## src/rtl/pipe_stage_buf_pkg.sv

```systemverilog
// rtl/pipe_stage_buf_pkg.sv - stage-boundary ctrl/data structs, widths and occupancy states
package pipe_pkg;

    typedef enum logic [1:0] {
        EMPTY,
        ONE,
        TWO
    } pipe_state_e;

    typedef struct packed {
        logic       alu_src;
        logic       branch;
        logic       mem_write;
        logic       mem_read;
        logic       mem_to_reg;
        logic       reg_write;
        logic [1:0] alu_op;
    } idex_ctrl_t;

    typedef struct packed {
        logic branch;
        logic mem_write;
        logic mem_read;
        logic mem_to_reg;
        logic reg_write;
    } exmem_ctrl_t;

    typedef struct packed {
        logic mem_to_reg;
        logic reg_write;
    } memwb_ctrl_t;

    typedef struct packed {
        logic [31:0] pc;
        logic [31:0] instr;
    } ifid_data_t;

    typedef struct packed {
        logic [31:0] pc;
        logic [31:0] reg1;
        logic [31:0] reg2;
        logic [31:0] inme;
        logic [4:0]  wr_reg;
        logic [2:0]  fun3;
        logic [6:0]  fun7;
        logic [4:0]  rs1;
        logic [4:0]  rs2;
    } idex_data_t;

    typedef struct packed {
        logic [31:0] pc_branch;
        logic [31:0] alu_res;
        logic [31:0] reg2;
        logic [4:0]  wr_reg;
        logic        zero;
    } exmem_data_t;

    typedef struct packed {
        logic [31:0] rd_data;
        logic [31:0] alu_res;
        logic [4:0]  wr_reg;
    } memwb_data_t;

    localparam int IDEX_CTRL_W  = $bits(idex_ctrl_t);
    localparam int EXMEM_CTRL_W = $bits(exmem_ctrl_t);
    localparam int MEMWB_CTRL_W = $bits(memwb_ctrl_t);
    localparam int IFID_DATA_W  = $bits(ifid_data_t);
    localparam int IDEX_DATA_W  = $bits(idex_data_t);
    localparam int EXMEM_DATA_W = $bits(exmem_data_t);
    localparam int MEMWB_DATA_W = $bits(memwb_data_t);

endpackage

```

## src/rtl/pipe_stage_buf_slot.sv

```systemverilog
// rtl/pipe_stage_buf_slot.sv - one stage register entry: load enable, clear-valid, ctrl zeroed in a bubble
module pipe_slot #(
    parameter int CTRL_W = 8,
    parameter int DATA_W = 283
) (
    input  logic              clk,
    input  logic              rst,
    input  logic              clr_i,
    input  logic              load_i,
    input  logic              valid_i,
    input  logic [CTRL_W-1:0] ctrl_i,
    input  logic [DATA_W-1:0] data_i,
    output logic              valid_o,
    output logic [CTRL_W-1:0] ctrl_o,
    output logic [DATA_W-1:0] data_o
);

    logic              valid_q, valid_d;
    logic [CTRL_W-1:0] ctrl_q, ctrl_d;
    logic [DATA_W-1:0] data_q, data_d;

    // Payload only moves with a real beat so bubbles keep the last value deterministically.
    always_comb begin
        valid_d = valid_q;
        ctrl_d  = ctrl_q;
        data_d  = data_q;
        if (clr_i) begin
            valid_d = 1'b0;
            ctrl_d  = '0;
        end else if (load_i) begin
            valid_d = valid_i;
            ctrl_d  = valid_i ? ctrl_i : '0;
            if (valid_i) begin
                data_d = data_i;
            end
        end
    end

    always_ff @(posedge clk) begin
        if (rst) begin
            valid_q <= 1'b0;
            ctrl_q  <= '0;
            data_q  <= '0;
        end else begin
            valid_q <= valid_d;
            ctrl_q  <= ctrl_d;
            data_q  <= data_d;
        end
    end

    assign valid_o = valid_q;
    assign ctrl_o  = ctrl_q;
    assign data_o  = data_q;

endmodule

```

## src/rtl/pipe_stage_buf.sv

```systemverilog
// rtl/pipe_stage_buf.sv - pipeline stage buffer with handshake, flush and stall counter; PIPE_STAGE_SKID_EN adds a skid slot
module pipe_stage_buf
    import pipe_pkg::*;
#(
    parameter int CTRL_W      = 8,
    parameter int DATA_W      = 283,
    parameter int STALL_CNT_W = 16
) (
    input  logic                   clk,
    input  logic                   rst,
    input  logic                   flush,
    input  logic                   in_valid,
    output logic                   in_ready,
    input  logic [CTRL_W-1:0]      in_ctrl,
    input  logic [DATA_W-1:0]      in_data,
    output logic                   out_valid,
    input  logic                   out_ready,
    output logic [CTRL_W-1:0]      out_ctrl,
    output logic [DATA_W-1:0]      out_data,
    output logic [STALL_CNT_W-1:0] stall_cnt
);

    pipe_state_e       state;
    logic              main_load;
    logic              main_vin;
    logic [CTRL_W-1:0] main_cin;
    logic [DATA_W-1:0] main_din;

    pipe_slot #(.CTRL_W(CTRL_W), .DATA_W(DATA_W)) u_main (
        .clk     (clk),
        .rst     (rst),
        .clr_i   (flush),
        .load_i  (main_load),
        .valid_i (main_vin),
        .ctrl_i  (main_cin),
        .data_i  (main_din),
        .valid_o (out_valid),
        .ctrl_o  (out_ctrl),
        .data_o  (out_data)
    );

`ifdef PIPE_STAGE_SKID_EN
    logic              skid_load;
    logic              skid_vin;
    logic              skid_valid;
    logic [CTRL_W-1:0] skid_ctrl;
    logic [DATA_W-1:0] skid_data;

    pipe_slot #(.CTRL_W(CTRL_W), .DATA_W(DATA_W)) u_skid (
        .clk     (clk),
        .rst     (rst),
        .clr_i   (flush),
        .load_i  (skid_load),
        .valid_i (skid_vin),
        .ctrl_i  (in_ctrl),
        .data_i  (in_data),
        .valid_o (skid_valid),
        .ctrl_o  (skid_ctrl),
        .data_o  (skid_data)
    );

    // Ready depends only on the skid register, cutting the out_ready -> in_ready path.
    assign in_ready = flush || !skid_valid;

    always_comb begin
        state     = skid_valid ? TWO : (out_valid ? ONE : EMPTY);
        main_load = 1'b0;
        main_vin  = 1'b0;
        main_cin  = in_ctrl;
        main_din  = in_data;
        skid_load = 1'b0;
        skid_vin  = 1'b0;
        case (state)
            EMPTY: begin
                main_load = 1'b1;
                main_vin  = in_valid;
            end
            ONE: begin
                if (out_ready) begin
                    main_load = 1'b1;
                    main_vin  = in_valid;
                end else if (in_valid) begin
                    skid_load = 1'b1;
                    skid_vin  = 1'b1;
                end
            end
            TWO: begin
                if (out_ready) begin
                    main_load = 1'b1;
                    main_vin  = 1'b1;
                    main_cin  = skid_ctrl;
                    main_din  = skid_data;
                    skid_load = 1'b1;
                end
            end
            default: ;
        endcase
    end
`else
    assign in_ready = flush || !out_valid || out_ready;

    always_comb begin
        state     = out_valid ? ONE : EMPTY;
        main_load = (state == EMPTY) || out_ready;
        main_vin  = in_valid;
        main_cin  = in_ctrl;
        main_din  = in_data;
    end
`endif

    logic [STALL_CNT_W-1:0] stall_q, stall_d;

    always_comb begin
        stall_d = stall_q;
        if (out_valid && !out_ready && !flush && (stall_q != '1)) begin
            stall_d = stall_q + STALL_CNT_W'(1);
        end
    end

    always_ff @(posedge clk) begin
        if (rst) begin
            stall_q <= '0;
        end else begin
            stall_q <= stall_d;
        end
    end

    assign stall_cnt = stall_q;

endmodule

```

## config.mk

```make
export PLATFORM = sky130hd
export DESIGN_NAME = pipe_stage_buf
export DESIGN_NICKNAME = d
export VERILOG_FILES = /design/src/rtl/pipe_stage_buf_pkg.sv /design/src/rtl/pipe_stage_buf_slot.sv /design/src/rtl/pipe_stage_buf.sv
export SDC_FILE = /design/constraint.sdc
export NUM_CORES = 1
export LEC_CHECK = 0
export CAP_MARGIN = 20
export CORE_AREA = 4 4 236 238
export DETAILED_ROUTE_END_ITERATION = 8
export DIE_AREA = 0 0 240 242
export HOLD_SLACK_MARGIN = 0.02
export PLACE_DENSITY_LB_ADDON = 0.2
export SYNTH_ARGS = -nofsm -noshare
export SYNTH_HDL_FRONTEND = slang
export SYNTH_SLANG_ARGS = --single-unit
```

## constraint.sdc

```tcl
create_clock -name clk -period 2.9 [get_ports clk]
set_input_delay 0.435 -clock clk [delete_from_list [all_inputs] [get_ports clk]]
set_output_delay 0.435 -clock clk [all_outputs]
set_load 0.01 [all_outputs]
```

* Word level (Yosys, flattened, before mapping)
Cells that the tools add are included.
** Word-level totals
- Word-level logic and storage cells :: 21
- Bits of input ports :: 296
- Bits in registers :: 308
** Operators by class
- Eq/ne operators :: 1
- Reductions and logical operators :: 12
- Add/subtract/negate cells :: 1
- Bitwise logic cells :: 1
- Multiplexer cells :: 2
** Operators with widths (number)
- adder 16 x 1 -> 16 bit, second input constant :: 1
- inequality test 16 bit, second input constant :: 1
- two-way mux 8 bit :: 1
- logical AND 1 bit :: 3
- zero test 1 bit :: 3
- logical OR 1 bit :: 3
- AND reduction 3 bit :: 1
- zero test 2 bit :: 1
- OR reduction 2 bit :: 1
- two-way mux 1 bit :: 1
- NOT 1 bit :: 1

* Longest topological paths before layout
Gate-level depths: netlist of run 1.
- Word-level depth :: 4
- Depth in mapped cells :: 7

* By module
From an unflattened synthesis of run 1, not the netlist that was laid out.
** Unflattened totals
- Cells, all modules :: 1370
- Area total of the unflattened synthesis :: 13932.1 um2
** By module, submodules not included
- pipe_slot :: area an instance 13051.3 um2, times used 1, sequential area each 5845.6 um2, cells an instance 1268
- pipe_stage_buf :: area an instance 880.8 um2, times used 1, sequential area each 320.3 um2, cells an instance 102

* Least setup slack after synthesis of run 1
OpenSTA, ideal clock, no wires.
- Path kind :: input -> register
- Start :: input port flush
- End :: register stall_q[13], in the netlist stall_cnt[13]
- Stages on the path :: 5
- Library setup time :: 121 ps
- Path buffers :: 1
- Arrival :: 1862 ps
- Setup slack :: 917 ps
- Cells stage by stage :: nand4bb_1 or4b_1 clkbuf_1 nor4_1 mux2_2
** Between the ends
- Cells in the longest elaborated chain, start to end :: 3
** RTL lines
- start, declared :: line pipe_stage_buf.sv:11 : input logic flush,
- zero test 1 bit :: line pipe_stage_buf.sv:115 : if (out_valid && !out_ready && !flush && (stall_q != '1)) begin
- logical AND 1 bit (2 in a row) :: line pipe_stage_buf.sv:115
- end signal, assigned :: line pipe_stage_buf.sv:124 : stall_q <= stall_d;
- end, declared :: line pipe_stage_buf.sv:111 : logic [STALL_CNT_W-1:0] stall_q, stall_d;
No other way between the ends.
A chain may end at the register's enable or synchronous reset.

* Worst setup path after layout of run 1
- Start :: input port out_ready
- End :: output port in_ready
** Between the ends
- Cells in the longest elaborated chain, start to end :: 1
** RTL lines
- start, declared :: line pipe_stage_buf.sv:17 : input logic out_ready,
- logical OR 1 bit :: line pipe_stage_buf.sv:100 : assign in_ready = flush || !out_valid || out_ready;
- end, declared :: line pipe_stage_buf.sv:13 : output logic in_ready,
No other way between the ends.

==> summary.txt, run 1 <==
Outcome
  – Outcome: finished, final reports clean

Setup path
  – Register-to-register setup slack: 0.78 ns
  – Reg2reg path depth: 4
  – Worst setup SP type: input port
  – CP Class: input port to primary output
  – Worst R2R End: stall_cnt[15]$_SDFFE_PP0P_
  – Arrival @ worst endpoint: 1.91 ns
  – CP required: 2.47 ns
  – CP Max Fanout: 4
  – Cell at the slowest stage of the critical path: clkdlybuf4s50_1
  – Worst path most repeated cell: clkdlybuf4s50_1
  – Critical path, cell by cell: clkdlybuf4s50_1 -> nand2b_1 -> nor2_1 -> inv_1 -> clkdlybuf4s50_1
  – Crit path launch: out_ready
  – Worst setup endpoint: in_ready
  – Element type at the critical path end: primary output
  – Slowest stage delay, CP: 0.52 ns
  – Critical R2R Launch: u_main.valid_o$_SDFFE_PP0P_

Routing
  – Drt first-iter violations: 437
  – DR WL/cell: about 17 um
  – Vias per cell: 4.205
  – Vias: 11,240
  – Final wirelength: around 45,000 um
  – Drt pass-1 iters: 5
  – Drt drc: 0
  – Final ANT Viol Nets: 0

Global routing
  – First-pass GRT wire length: 67,110 um
  – Initial antenna violation count: 4
  – Vias in the first global route: 10,980
  – Largest net degree at the start of global routing: 95
  – GRT Util Overall: ~15%
  – Total gr overflow: 0

Synthesis
  – Most area-hungry cell type in the Yosys netlist: dfxtp_1
  – Mean Syn Cell Area: 7.848 um^2
  – Syn_nets: 1,665
  – Commonest register cell after synthesis: dfxtp_1
  – Synth top area share: around 57%
  – Most common cell in the netlist: nand2_1
  – Async SR Flop Fraction: 0%
  – Yosys warning count: 0
  – Area contributors post-synth: dfxtp_1, nand2_1, a21oi_1
  – EDFF count, synth: 0
  – Flops & latches, synth: approximately 310
  – Register area share after synthesis: 57.43%
  – Synthesized netlist cell count: 1,368
  – Commonest cells post-synth: nand2_1, dfxtp_1, a21oi_1, clkbuf_1, nand3_1
  – Post-Syn Area: 0.01074 mm^2
  – Library cells used by synthesis: 34

Run
  – Max cap viols: 0

Clocking
  – Clock sink total: 308
  – H-Tree Depth: 2
  – # resized after CTS: 0
  – Clk root buf: clkbuf_16
  – TritonCTS clock tree: yes
  – Longest Clk Path Bufs: 3
  – CTS clk-pin slew, worst paths: 0.05 ns
  – Worst skew pair latency: 0.53 ns
  – Setup Fix Bufs, Post-CTS: 0
  – Num CTS Buffers: 38
  – Hold buffer count at cts: 0

Power
  – P_sw: 2.558 mW
  – Tot Pwr: around 11 mW
  – Clock network power share: 43.6%
  – Leak pwr: 6.701 nW
  – Logic pwr share: 13.5%
  – Power per cell area: 556.2 mW/mm^2
  – Max VDD drop: approximately 0.38 mV
  – Switch share: 24.31%
  – Sequential share of power: 42.9%
  – Internal power: 7.966 mW

Timing
  – Min Tclk post-route: 2.344 ns
  – Final Hold Fails: 0
  – Worst clock skew: about 0.016 ns
  – Final setup violation count: 0
  – Worst slew pin tran: about 0.51 ns
  – Max-slew violations: 0
  – Highest clock rate: between 400 and 500 MHz
  – Period Utilization, post-route: between 80% and 90%
  – Relative slew margins: 65.81%
  – Setup repair after global routing missed its margin: no
  – Setup tns final: 0 ns

Placement
  – Port Buffers: between 600 and 700
  – Cells after DPL: approximately 2,600
  – GPL Wtd Cong: roughly 0.79
  – Placed inst area: 0.01772 mm^2
  – Hpwl dp: 33,210 um

Final layout
  – P&R area growth vs syn: 76.21%
  – Core Util, Final: between 30% and 40%
  – Layout cells sized above 1: between 5 and 6%
  – NumNets Final: between 2,000 and 2,500
  – Post-route insts no fill: 2,672
  – Final instance area: 0.01892 mm^2

Die
  – Top-level I/O count: 605
  – Row cnt: 85
  – Initial Utilization: 20.03%
  – Die Height: 242 um
  – Full die area: 0.05808 mm^2
  – Core ar.: 0.05360 mm^2
  – Die Width: 240 um

Min path
  – Hold Path Class: input port to flip-flop
## placed cells by master, fill, tap and decap left out, drive strengths merged, types with 2 or more instances in the layout
| cell | synthesis | layout |
|---|---|---|
| a211oi | 2 | 2 |
| a21oi | 300 | 300 |
| buf | 9 | 40 |
| clkbuf | 92 | 53 |
| clkdlybuf4s50 | 0 | 603 |
| clkinv | 0 | 9 |
| dfxtp | 308 | 308 |
| inv | 7 | 9 |
| mux2 | 3 | 3 |
| nand2 | 581 | 581 |
| nand3 | 13 | 13 |
| nand4 | 3 | 3 |
| nor2 | 9 | 9 |
| nor2b | 3 | 3 |
| nor4 | 4 | 4 |
| o21ai | 4 | 4 |
| o31ai | 4 | 4 |
| or3 | 5 | 5 |
| or4 | 5 | 5 |
## worst max-delay path: cells and delay by family
family / cells / cell delay (ns)
buffers and inverters: 3 / 1.09
AND/OR/NAND/NOR: 2 / 0.38
## routing by layer
metal  track usage [%]  vias to the layer above  routed length, um
li1                  -                     5596                  -
met1             16.35                     5197              17310
met2             25.74                      369              22580
met3             5.612                       69               4185
met4             4.430                        4               1094
met5                 0                        -                 22
## power by group through the flow
stage	logic, mW	clock network (mW)	registers (mW)
final	1.43	4.58	4.51
after global routing	1.54	4.93	4.54
after CTS	1.45	4.79	4.51
after detailed placement	1.44	0	4.61
after global placement	1.44	0	4.60
after floorplan	0.374	0	4.69
## cell type report
class	count	area (um^2)
Clock buffer	53	1099
Tap cell	696	870.8
Antenna cell	1	2.502
Timing Repair Buffer	643	6494
Multi-Input combinational cell	952	4165
Inverter	7	26.28
Fill cell	5593	34680
Clock inverter	12	96.34
Sequential cell	308	6166
## per-stage QoR
| stage | hold slack [ns] | setup WS (ns) |
|---|---|---|
| 4_1_cts | 0.2906 | 0.5179 |
| 3_5_place_dp | 0.4455 | 0.1638 |
| 2_1_floorplan | 0.4762 | 0.9174 |
| 5_1_grt | 0.3171 | 0.4542 |
| 3_3_place_gp | 0.4389 | 0.1934 |
| 6_report | 0.3160 | 0.5564 |
## state kept, by name, summed over array words and instances (netlist names)
register        flops
u_main.data_o     283
stall_cnt          16
u_main.ctrl_o       8
u_main.valid_o      1
## worst min-delay path by stage
| stage | startpoint | to | slack (ns) | cells after the start |
|---|---|---|---|---|
| finish | rst | u_main.data_o[254]$_SDFFE_PP0P_ | 0.32 | 2 |
| CTS | rst | stall_cnt[10]$_SDFFE_PP0P_ | 0.29 | 2 |
| floorplan | u_main.ctrl_o[0]$_SDFFE_PP0P_ | u_main.ctrl_o[0]$_SDFFE_PP0P_ | 0.48 | 2 |
| detailed placement | u_main.ctrl_o[1]$_SDFFE_PP0P_ | u_main.ctrl_o[1]$_SDFFE_PP0P_ | 0.45 | 2 |
| global placement | u_main.ctrl_o[2]$_SDFFE_PP0P_ | u_main.ctrl_o[2]$_SDFFE_PP0P_ | 0.44 | 2 |
| global route | rst | stall_cnt[3]$_SDFFE_PP0P_ | 0.32 | 2 |
## cells by family after synthesis
| group | share of synthesized area, % |
|---|---|
| flops | 57.43 |
| mux | 0.4079 |
| buf+inv | 3.881 |
| simple gates | 23.23 |
| compound gates | 14.94 |
| fa+ha+maj | 0.1165 |
No activity file was read; power rests on OpenSTA's default activity.
==> run 2: changes to the inputs <==
CORE_AREA = 4 4 231 233   (was 4 4 236 238)
DIE_AREA = 0 0 235 237   (was 0 0 240 242)
clock period = 2.35 ns   (was 2.9 ns; I/O delays follow)
==> summary.txt, run 2 (synthesis results as in run 1) <==
Outcome
  – Outcome: finished, final reports clean

Global routing
  – Total gr overflow: 0 (unchanged)
  – Met3 Use GR: 5.765% (+0.15 points)
  – Vias in the first global route: 10,880 (-0.88%)
  – Met2 Track Usage GR: 27.17% (+1.4 points)
  – Global route hottest layer: met2
  – GRT Util Overall: 15.36% (+0.71 points)
  – M1 GR Usage: 17.35% (+1.0 points)
  – Initial antenna violation count: 0 (-4)
  – First-pass GRT wire length: 67,320 um (+0.32%)
  – Largest net degree at the start of global routing: 85 (-11%)

Final layout
  – Commonest non-fill, non-tap cell in the layout: clkdlybuf4s50_1
  – Most frequent cells in the layout: clkdlybuf4s50_1, nand2_1, dfxtp_1
  – P&R area growth vs syn: 75.94%
  – Final instance area: 0.01889 mm^2 (-0.16%)
  – Largest register FFs: 283 (unchanged)
  – Layout cells sized above 1: 5.122% (-0.25 points)
  – NumNets Final: 2,247 (unchanged)
  – Core Util, Final: 36.89% (+1.6 points)
  – Post-route insts no fill: 2,652 (-0.75%)
  – # diodes: 0 (-1)

Placement
  – Placed inst area: 0.01773 mm^2 (about the same)
  – Cells after DPL: 2,590 (-0.61%)
  – Port Buffers: 604 (unchanged)
  – Hpwl dp: 33,690 um (+1.4%)
  – GPL Wtd Cong: 0.8326 (+5.6%)

Setup path
  – Slowest stage delay, CP: 0.52 ns (about the same)
  – Worst setup SP type: input port
  – Arrival @ worst endpoint: 1.86 ns (-0.05 ns)
  – Reg2reg path depth: 4 (unchanged)
  – Register-to-register setup slack: 0.35 ns (-0.43 ns)
  – Cell at the slowest stage of the critical path: clkdlybuf4s50_1
  – CP Class: input port to primary output
  – CP required: 2.00 ns (-0.47 ns)
  – Critical R2R Launch: stall_cnt[5]$_SDFFE_PP0P_
  – Worst R2R End: stall_cnt[11]$_SDFFE_PP0P_
  – Worst path most repeated cell: clkdlybuf4s50_1
  – CP Max Fanout: 3 (-1)
  – Element type at the critical path end: primary output
  – Critical path, cell by cell: clkdlybuf4s50_1 -> buf_4 -> nand2b_1 -> nor2_1 -> inv_1 -> clkdlybuf4s50_1

Die
  – Die Height: 237 um (-2.1%)
  – Die Width: 235 um (-2.1%)
  – Full die area: 0.05570 mm^2 (-4.1%)
  – Core ar.: 0.05120 mm^2 (-4.5%)
  – Initial Utilization: 20.97% (+0.94 points)
  – Top-level I/O count: 605 (unchanged)
  – Row cnt: 83 (-2.4%)

Timing
  – Period Utilization, post-route: a little over nine tenths
  – Final setup violation count: 0 (unchanged)
  – Relative slew margins: 62.07% (-3.7 points)
  – Min Tclk post-route: about 2.2 ns
  – Worst slew pin tran: 0.5690 ns (+0.05612 ns)
  – Setup repair after global routing missed its margin: no
  – Highest clock rate: 452.1 MHz
  – Max-slew violations: 0 (unchanged)
  – Final Hold Fails: 0 (unchanged)
  – Worst clock skew: 0.009394 ns (-0.006484 ns)

Routing
  – Final ANT Viol Nets: 0 (unchanged)
  – Drt pass-1 iters: 5 (unchanged)
  – DR WL/cell: 17.27 um (+2.1%)
  – Final wirelength: 45,790 um (+1.3%)
  – Vias per cell: 4.221 (+0.39%)
  – Drt first-iter violations: 407 (-6.9%)
  – Vias: 11,190 (-0.36%)
  – Drt drc: 0 (unchanged)

Power
  – Power per cell area: 681.2 mW/mm^2 (+22%)
  – Max VDD drop: 0.5320 mV (+40%)
  – Leak pwr: 6.693 nW (-0.13%)

Min path
  – Worst Hold End: u_main.data_o[129]$_SDFFE_PP0P_
  – Hold_sp: rst
  – Hold Path Class: input port to flip-flop
  – Cell depth of the worst hold path: 2 (unchanged)

Clocking
  – Num CTS Buffers: 38 (unchanged)
  – Clk root buf: clkbuf_16
  – TritonCTS clock tree: yes
  – # resized after CTS: 0 (unchanged)
  – Setup Fix Bufs, Post-CTS: 0 (unchanged)
  – Hold buffer count at cts: 0 (unchanged)
  – Clock sink total: 308 (unchanged)
  – H-Tree Depth: 2 (unchanged)
  – Longest Clk Path Bufs: 3 (unchanged)
  – CTS clk-pin slew, worst paths: 0.05 ns (about the same)
  – Worst skew pair latency: 0.53 ns (about the same)

Run
  – Max cap viols: 0 (unchanged)
[run 2: cell count changes in the layout (fill, tap and decap cells not counted), sizes merged]
cell	change
bufinv	-1
diode	-1
inv	-1
clkbuf	+4
clkinv	-5
[run 2: final cells by class]
cell class	count	area, um^2
Clock buffer	57	1134
Clock inverter	5	28.78
Fill cell	5353	32310
Inverter	7	26.28
Multi-Input combinational cell	952	4165
Sequential cell	308	6166
Tap cell	680	850.8
Timing Repair Buffer	643	6519
[run 2: routing by layer]
| layer | part of all wire [%] | vias to the layer above |
|---|---|---|
| li1 | - | 5598 |
| met1 | 39 | 5164 |
| met2 | 50 | 365 |
| met3 | 8.1 | 67 |
| met4 | 2.5 | 0 |
| met5 | 0 | - |
[run 2: per-stage QoR]
stage	setup WS [ns]	setup TNS, ns	hold slack, ns	power (mW)
floorplan	0.4263	0	0.4762	6.246
global placement	-0.2014	-1.234	0.4390	7.452
detailed placement	-0.2405	-1.417	0.4450	7.467
CTS	0.1258	0	0.2589	13.14
global route	0.05583	0	0.2747	13.47
finish	0.1383	0	0.2674	12.87
[run 2: critical path: cells and delay by family]
kind / cells / cell delay [ns]
AND/OR/NAND/NOR: 2 / 0.32
buffers and inverters: 4 / 1.19
[run 2: how the worst max path moves through the flow]
stage                     slack (ns)                       from  cells past startpoint                          to
after floorplan                 0.43  stall_cnt[3]$_SDFFE_PP0P_                      5  stall_cnt[13]$_SDFFE_PP0P_
after global placement         -0.20                      flush                      5  stall_cnt[15]$_SDFFE_PP0P_
after detailed placement       -0.24                      flush                      5  stall_cnt[15]$_SDFFE_PP0P_
after CTS                       0.13                  out_ready                      6                    in_ready
after global routing            0.06                  out_ready                      6                    in_ready
final                           0.14                  out_ready                      6                    in_ready
[run 2: power by group]
group | switching (mW) | internal (mW) | leakage, nW
sequential | 0.116 | 5.46 | 2.51
clock | 2.23 | 3.30 | 0.576
combinational | 0.753 | 1.01 | 3.60
total | 3.10 | 9.77 | 6.69
==> run 3: changes to the inputs <==
CORE_AREA = 4 4 234 236   (was 4 4 231 233)
DIE_AREA = 0 0 238 240   (was 0 0 235 237)
PLACE_DENSITY_LB_ADDON = default   (was 0.2)
SYNTH_HIERARCHICAL = 1   (was default)
==> summary.txt, run 3 <==
Final layout
  – Layout cells sized above 1: 5.900% (+0.78 points)
  – Most frequent cells in the layout: clkdlybuf4s50_1, nand2b_1, dfxtp_1
  – NumNets Final: 2,249 (+0.089%)
  – P&R area growth vs syn: 57.85%
  – Commonest non-fill, non-tap cell in the layout: clkdlybuf4s50_1
  – Fillers: 5,080 (-5.1%)
  – Largest register FFs: 283 (unchanged)

Timing
  – Hold_ws: 0.1870 ns (-0.08039 ns)
  – Min Tclk post-route: 2.022 ns (-0.1898 ns)
  – Setup repair after global routing missed its margin: no
  – Period Utilization, post-route: 86.04% (-8.1 points)
  – Relative slew margins: 57.37% (-4.7 points)
  – Final setup violation count: 0 (unchanged)
  – Max-slew violations: 0 (unchanged)
  – Final Hold Fails: 0 (unchanged)
  – Highest clock rate: 494.6 MHz (+9.4%)
  – Worst clock skew: 0.008800 ns (-0.0005931 ns)
  – Setup tns final: 0 ns (unchanged)
  – Worst slew pin tran: 0.6336 ns (+0.06465 ns)
  – PnR worst setup slack: 0.3281 ns (+0.1898 ns)

Setup path
  – Slowest stage delay, CP: 0.62 ns (+0.10 ns)
  – Worst Path Buf+Inv: 1 (-3)
  – Worst setup SP type: flip-flop
  – Cell at the slowest stage of the critical path: clkdlybuf4s50_1
  – Register-to-register setup slack: 0.46 ns (+0.11 ns)
  – CP Max Fanout: 9 (+6)
  – CP required: 2.00 ns (about the same)
  – Delay-heaviest family, CP: buffers and inverters
  – Element type at the critical path end: primary output
  – Arrival @ worst endpoint: 1.67 ns (-0.19 ns)
  – Critical path, cell by cell: clkdlybuf4s50_1
  – CP Class: flip-flop to primary output

Synthesis
  – Async SR Flop Fraction: 0% (unchanged)
  – Post-Syn Area: 0.01393 mm^2 (+30%)
  – Register area share after synthesis: 44.26% (-13 points)
  – Synthesized netlist cell count: 1,370 (+0.15%)
  – Synth top area share: 44.26% (-13 points)
  – EDFF count, synth: 0 (unchanged)
  – Most common cell in the netlist: nand2b_1
  – Mean Syn Cell Area: 10.17 um^2 (+30%)
  – Most area-hungry cell type in the Yosys netlist: dfxtp_1
  – Flops & latches, synth: 308 (unchanged)
  – Area contributors post-synth: dfxtp_1, nand2b_1, mux2i_1
  – Commonest cells post-synth: nand2b_1, dfxtp_1, mux2i_1, clkbuf_1, buf_6
  – Commonest register cell after synthesis: dfxtp_1
  – Yosys warning count: 6 (+6)
  – Library cells used by synthesis: 41 (+21%)
  – Syn_nets: 1,667 (+0.12%)

Die
  – Core ar.: 0.05245 mm^2 (+2.4%)
  – Die Width: 238 um (+1.3%)
  – Top-level I/O count: 605 (unchanged)
  – Initial Utilization: 26.57% (+5.6 points)
  – Full die area: 0.05712 mm^2 (+2.6%)
  – Die Height: 240 um (+1.3%)
  – Row cnt: 84 (+1.2%)

Routing
  – Drt first-iter violations: 397 (-2.5%)
  – Drt pass-1 iters: 7 (+2)
  – Final wirelength: 45,940 um (+0.33%)
  – DR WL/cell: 17.18 um (-0.50%)
  – Vias per cell: 4.251 (+0.70%)
  – Drt drc: 0 (unchanged)
  – Vias: 11,370 (+1.5%)
  – Final ANT Viol Nets: 0 (unchanged)

Power
  – P_sw: 3.347 mW (+7.9%)
  – Sequential share of power: 40.0% (-3.3 points)
  – Max VDD drop: 0.4576 mV (-14%)
  – Leak pwr: 7.995 nW (+19%)
  – Logic pwr share: 14.9% (+1.2 points)
  – Switch share: 23.80% (-0.31 points)
  – Power per cell area: 639.6 mW/mm^2 (-6.1%)
  – Clock network power share: 45.2% (+2.2 points)
  – Internal power: 10.72 mW (+9.8%)

Run
  – Max cap viols: 0 (unchanged)

Clocking
  – CTS clk-pin slew, worst paths: 0.06 ns (about the same)
  – TritonCTS clock tree: yes
  – Setup Fix Bufs, Post-CTS: 0 (unchanged)
  – H-Tree Depth: 2 (unchanged)
  – Clock sink total: 308 (unchanged)
  – Worst skew pair latency: 0.54 ns (about the same)
  – Num CTS Buffers: 40 (+5.3%)
  – Longest Clk Path Bufs: 3 (unchanged)
  – Clk root buf: clkbuf_16
  – Hold buffer count at cts: 0 (unchanged)
  – # resized after CTS: 1 (+1)

Global routing
  – Initial antenna violation count: 3 (+3)
  – First-pass GRT wire length: 68,340 um (+1.5%)
  – Largest net degree at the start of global routing: 147 (+73%)
  – Vias in the first global route: 11,740 (+7.9%)
  – GRT Util Overall: 14.93% (-0.43 points)
  – Total gr overflow: 0 (unchanged)

Min path
  – Hold Path Class: input port to flip-flop

Placement
  – Pre-CTS setup slack: 0.02764 ns (+0.2681 ns)
  – Hpwl dp: 34,380 um (+2.1%)
  – GPL Wtd Cong: 0.8078 (-3.0%)
  – Port Buffers: 604 (unchanged)

Outcome
  – Outcome: finished, final reports clean
[run 3: per-stage QoR]
stage                     util [%]  power, mW  area (um^2)  instances
after floorplan                  -      6.630        13930       1370
after global placement       39.26      7.807        20590       2598
after detailed placement     39.26      7.840        20590       2598
after CTS                    41.91      14.34        21980       2671
after global routing         41.93      14.69        21990       2673
final                        41.93      14.07        21990       2674
[run 3: per-layer routing]
layer  global-route usage (%)  part of all wire (%)  up-vias
met2                    25.92                    49      381
met3                    5.311                   8.3       86
met4                    5.875                   3.8        2
met5                        0                 0.028        -
li1                         -                     -     5635
met1                    16.82                    39     5262
[run 3: power groups by stage]
stage | sequential (mW) | clock [mW] | combinational [mW]
final | 5.62 | 6.36 | 2.09
after global routing | 5.65 | 6.81 | 2.24
after global placement | 5.72 | 0 | 2.09
after CTS | 5.62 | 6.60 | 2.12
after floorplan | 5.84 | 0 | 0.792
after detailed placement | 5.73 | 0 | 2.11
[run 3: final cells by class]
type / count / area, um^2 / share of cell area [%]
Clock buffer: 55 / 1210 / 5.502
Multi-Input combinational cell: 957 / 7073 / 32.16
Antenna cell: 3 / 7.507 / 0.03414
Inverter: 2 / 7.507 / 0.03414
Clock inverter: 18 / 182.7 / 0.8306
Sequential cell: 308 / 6167 / 28.04
Timing Repair Buffer: 643 / 6484 / 29.48
Tap cell: 688 / 860.8 / 3.914
[run 3: kinds of logic after synthesis]
family          share of synthesized area, %
simple gates                           28.52
flops                                  44.26
mux                                    20.71
buf+inv                                5.002
compound gates                         1.419
fa+ha+maj                            0.08979
[run 3: worst reg2reg max path, delay by kind of cell, from the launching register on]
kind / cells / cell delay [ns]
compound gates: 2 / 0.32
fa+ha+maj: 1 / 0.29
buf+inv: 1 / 0.17
simple gates: 2 / 0.58
flops: 1 / 0.43
[run 3: worst paths after layout]
check,from,end,cells after the start
setup / recovery,stall_cnt[8]$_SDFFE_PP0P_,stall_cnt[8],1
hold / removal,rst,stall_cnt[11]$_SDFFE_PP0P_,2
setup reg to reg,stall_cnt[0]$_SDFFE_PP0P_,stall_cnt[12]$_SDFFE_PP0P_,6
hold reg to reg,u_main/ctrl_o[2]$_SDFFE_PP0P_,u_main/ctrl_o[2]$_SDFFE_PP0P_,2
==> patch 1, RTL diff (flow settings as in run 1) <==
`data_q` no longer has a reset.
--- a/src/rtl/pipe_stage_buf_slot.sv
+++ b/src/rtl/pipe_stage_buf_slot.sv
@@ -41,10 +41,12 @@
             valid_q <= 1'b0;
             ctrl_q  <= '0;
-            data_q  <= '0;
         end else begin
             valid_q <= valid_d;
             ctrl_q  <= ctrl_d;
-            data_q  <= data_d;
         end
+    end
+
+    always_ff @(posedge clk) begin
+        data_q <= data_d;
     end
 
Check against the original RTL: not equivalent (a bounded check fails within 4 cycles, from zero or initial values and one cycle with rst high).
==> patch 1 against run 1 <==
- register-to-register slack better by 0.04 ns
- hold slack better by 0.13 ns
- first-iteration DRC count is 49% lower
- synthesized cell count is 69% lower
- sequential cell count stayed put
- power is 2.1% lower
- critical path type unchanged
- via count is 42% lower
- setup slack better by 0.10 ns
- largest power group is now sequential cells
- routed wire length is 20% lower
- final area is 5.6% lower
- sequential power is 13% higher
- area after synthesis is 9.6% lower
- clock power is 8.1% lower
==> patch 1: results (changes against run 1) <==
[synthesis]
synth_common_cells = edfxtp_1, dfxtp_1, a21oi_1  ; was nand2_1, dfxtp_1, a21oi_1
synthTopCellsByArea = edfxtp_1, dfxtp_1, a21oi_1, nand3_1, nand2_1  ; was dfxtp_1, nand2_1, a21oi_1, clkbuf_1, nand3_1
synth_edf_count = 283  ; was 0
yosys.area_share.adder = 0.00129  ; was 0.00117
seq_area_frac_synth = 0.927  ; was 0.574
synthMuxAreaShare = 0.00451  ; was 0.00408
synth_nets = 725  ; was 1,665

[grt]
antenna_found_initial = 2  ; was 4
grt_pass1_wl_um = 49100  ; was 67,100 um
grt_pass1_vias = 6713  ; was 11.0k

[timing]
worst_pin_slew_ns = 0.727  ; was 0.513 ns
finClkSkew_ns = 0.0137  ; was 0.0159 ns

[power]
p_leak_nw = 6.00  ; was 6.70 nW
max-vdd-ir-drop_uv = 293  ; was 379 uV
p_comb_frac = 0.096  ; was 0.135
p_int_mw = 8.12  ; was 7.97 mW
power.density_mw_per_mm2 = 577  ; was 556 mW/mm2
pg_seq_mw = 5.11  ; was 4.51 mW

[finish]
multi_input_area_share = 0.0373  ; was 0.220
clkbuf_count = 43  ; was 53
fin_nets = 1378  ; was 2,247
clk_share = 0.0602  ; was 0.0632
inverters_excl_clock = 3  ; was 7
nMultiInputCombCells = 111  ; was 952
num-nonclk-buffers = 620  ; was 643
seq_area_frac = 0.504  ; was 0.326
fillers = 5237  ; was 5,593
buffer_area_frac = 0.349  ; was 0.343

[placed_design]
dp_slack_ns = 0.315  ; was 0.164 ns
post-dp-hpwl_um = 28500  ; was 33,200 um
postPlaceCellArea_mm2 = 0.0168  ; was 0.0177 mm2

[status]
outcome = finished, final reports clean  ; unchanged

[detailed_routing]
post_drt_wl_per_cell_um = 20.0  ; was 16.9 um
vias = 6530  ; was 11.2k

[critical_path]
crit_fanout = 8  ; was 4
rr_worst_depth = 5  ; was 4

[clock_tree]
cts_made_buffers = 37  ; was 38
clockBufferDepth = 3  ; unchanged

[min_path]
whs_path_depth = 1  ; was 2

==> patch 1: path summary, 6_finish.rpt <==
| kind | from | endpoint | slack (ns) |
|---|---|---|---|
| worst max-delay path | flush | in_ready | 0.66 |
| worst max register to register | stall_cnt[0]$_SDFFE_PP0P_ | stall_cnt[7]$_SDFFE_PP0P_ | 0.82 |
| worst min register to register | u_main.ctrl_o[2]$_SDFFE_PP0P_ | u_main.ctrl_o[2]$_SDFFE_PP0P_ | 0.45 |
| worst min-delay path | in_data[138] | u_main.data_o[138]$_DFFE_PP_ | 0.45 |
==> patch 1: through the flow <==
step	instances	hold WS [ns]
floorplan	428	0.476
global placement	1738	0.441
detailed placement	1738	0.447
CTS	1803	0.401
global route	1803	0.409
finish	1804	0.448
==> patch 1: layer usage <==
layer	vias up	GRT usage	wire length, um
met5	-	0	13
met4	2	0.0373	896
met3	53	0.0460	3480
met2	302	0.219	19400
met1	3164	0.113	12200
li1	3009	-	-
==> patch 2, RTL diff (settings of run 1) <==
Without the edit above. Build with the macro `PIPE_STAGE_SKID_EN` defined.
--- a/src/rtl/pipe_stage_buf.sv
+++ b/src/rtl/pipe_stage_buf.sv
@@ -1,3 +1,5 @@
 // rtl/pipe_stage_buf.sv - pipeline stage buffer with handshake, flush and stall counter; PIPE_STAGE_SKID_EN adds a skid slot
+`define PIPE_STAGE_SKID_EN
+
 module pipe_stage_buf
     import pipe_pkg::*;
Function: changed (Yosys sat finds a counterexample within 4 cycles, from zero or initial values and one cycle with rst high).
==> patch 2 against run 1 <==
- first-iteration DRC count increased to 3.9 times the old value
- power increased by 78%
- setup slack got worse by 0.033 ns
- clock skew decreased by 0.0023 ns
- routed wire length increased by 72%
- area after synthesis increased by 120%
- sequential cell count increased by 292
- clock power increased by 70%
- count of clock-buffer cells in the layout increased by 36
- final area increased by 69%
==> patch 2: results (changes against run 1) <==
[status]
outcome = finished, final reports clean  ; unchanged

[detailed_routing]
wl_met2_um = 37500  ; was 22,600 um
routed_wl_um = 77700  ; was 45,200 um
initialDrtViolationCount = 1689  ; was 437
vias = 22900  ; was 11.2k
top_layer_used = met4  ; was met5

[critical_path]
arrival_ns = 2.87  ; was 1.91 ns
crit_fanout = 6  ; was 4
cp_slowest_stage_delay_ns = 0.79  ; was 0.52 ns
timing.rr.start = stall_cnt[0]$_SDFFE_PP0P_  ; was u_main.valid_o$_SDFFE_PP0P_

[clock_tree]
cts_made_buffers = 61  ; was 38

[power]
max-vdd-ir-drop_uv = 444  ; was 379 uV
p_leak_nw = 11.2  ; was 6.70 nW

[finish]
fin_nets = 3756  ; was 2,247
drive_gt1_frac = 0.0517  ; was 0.0537
fillers = 4582  ; was 5,593
multi_input_area_mm2 = 0.0102  ; was 0.00417 mm2

[placed_design]
post-dp-hpwl_um = 52300  ; was 33,200 um
gp_congestion = 0.824  ; was 0.789

[min_path]
min_to = u_skid.data_o[145]$_SDFFE_PP0P_  ; was u_main.data_o[254]$_SDFFE_PP0P_

[grt]
grt_max_degree = 103  ; was 95
grt_use_total = 0.251  ; was 0.146

[timing]
holdWs_ns = 0.276  ; was 0.316 ns
finClkSkew_ns = 0.0136  ; was 0.0159 ns

[synthesis]
synth_nets = 3289  ; was 1,665
seq_area_frac_synth = 0.518  ; was 0.574
synthTopCellsByArea = dfxtp_1, nand2_1, a311oi_1, a21oi_1, nor2_1  ; was dfxtp_1, nand2_1, a21oi_1, clkbuf_1, nand3_1

-- patch 2: changes by cell type after synthesis, moves of 4 or more --
cell      delta
clkbuf_1   +125
nor2_1     +299
and4_1       +4
mux2_2      +11
buf_2       +21
a311oi_1   +283
a22oi_1      +8
nor3_1       +4
buf_1       +14
nand2_1    +564
dfxtp_1    +292
a21oi_1      -6
nand2b_1     +5
or3_1        -5
-- patch 2: report_power, final --
group          internal, mW  leakage [nW]  switching (mW)
Clock                  4.56         0.982            3.24
Sequential             8.56          4.89           0.200
Combinational          1.13          5.35            1.01
-- patch 2: worst max path at each step --
| stage | endpoint | slack [ns] | from | cells after the start |
|---|---|---|---|---|
| after detailed placement | u_main.data_o[156]$_SDFFE_PP0P_ | 0.21 | out_ready | 7 |
| final | stall_cnt[0]$_SDFFE_PP0P_ | 0.52 | stall_cnt[0]$_SDFFE_PP0P_ | 5 |
| after global placement | stall_cnt[9]$_SDFFE_PP0P_ | 0.24 | out_ready | 6 |
| after CTS | stall_cnt[0]$_SDFFE_PP0P_ | 0.57 | stall_cnt[1]$_SDFFE_PP0P_ | 5 |
| after floorplan | stall_cnt[0]$_SDFFE_PP0P_ | 0.97 | stall_cnt[0]$_SDFFE_PP0P_ | 5 |
| after global routing | stall_cnt[0]$_SDFFE_PP0P_ | 0.33 | stall_cnt[0]$_SDFFE_PP0P_ | 5 |
-- patch 2: final cells by class --
type                       instances  share of cell area
timing repair buffer             665               0.215
inverter                           4            0.000470
clock inverter                    17             0.00560
clock buffer                      89              0.0567
sequential                       600               0.376
tap                              696              0.0272
multi-input combinational       2127               0.318
antenna                           16             0.00125
-- patch 2: through the flow --
step / worst slack (ns) / util / cell area, um2 / power (mW) / instances
floorplan: 0.968 / - / 23200 / 9.73 / 2992
global placement: 0.241 / 0.559 / 29900 / 11.0 / 4092
detailed placement: 0.206 / 0.559 / 29900 / 11.1 / 4092
CTS: 0.569 / 0.596 / 31900 / 18.9 / 4198
global route: 0.333 / 0.597 / 32000 / 19.4 / 4214
finish: 0.524 / 0.597 / 32000 / 18.7 / 4214
-- patch 2: layer usage --
metal  vias to the layer above  global-route usage
met2                       845               0.417
met4                         0               0.123
met1                     10800               0.306
met5                         -                   0
met3                       194              0.0592
li1                      11000                   -
-- patch 2: cells by family (layout without fill, tap and decap cells) --
family          after synthesis  count (layout)  share of synthesized area
fa+ha+maj                     1               1                   0.000540
simple gates               1511            1511                      0.252
flops                       600             600                      0.518
buf+inv                     265             775                     0.0445
other cells                   0              16                          0
compound gates              600             600                      0.178
mux                          15              15                    0.00723
-- patch 2: worst max-delay path, delay by kind of cell (launching register included) --
family / cells / cell delay (ns)
adder cells (fa/ha/maj): 1 / 0.25
multiplexers: 1 / 0.32
flip-flops: 1 / 0.42
AND/OR/NAND/NOR: 3 / 1.28
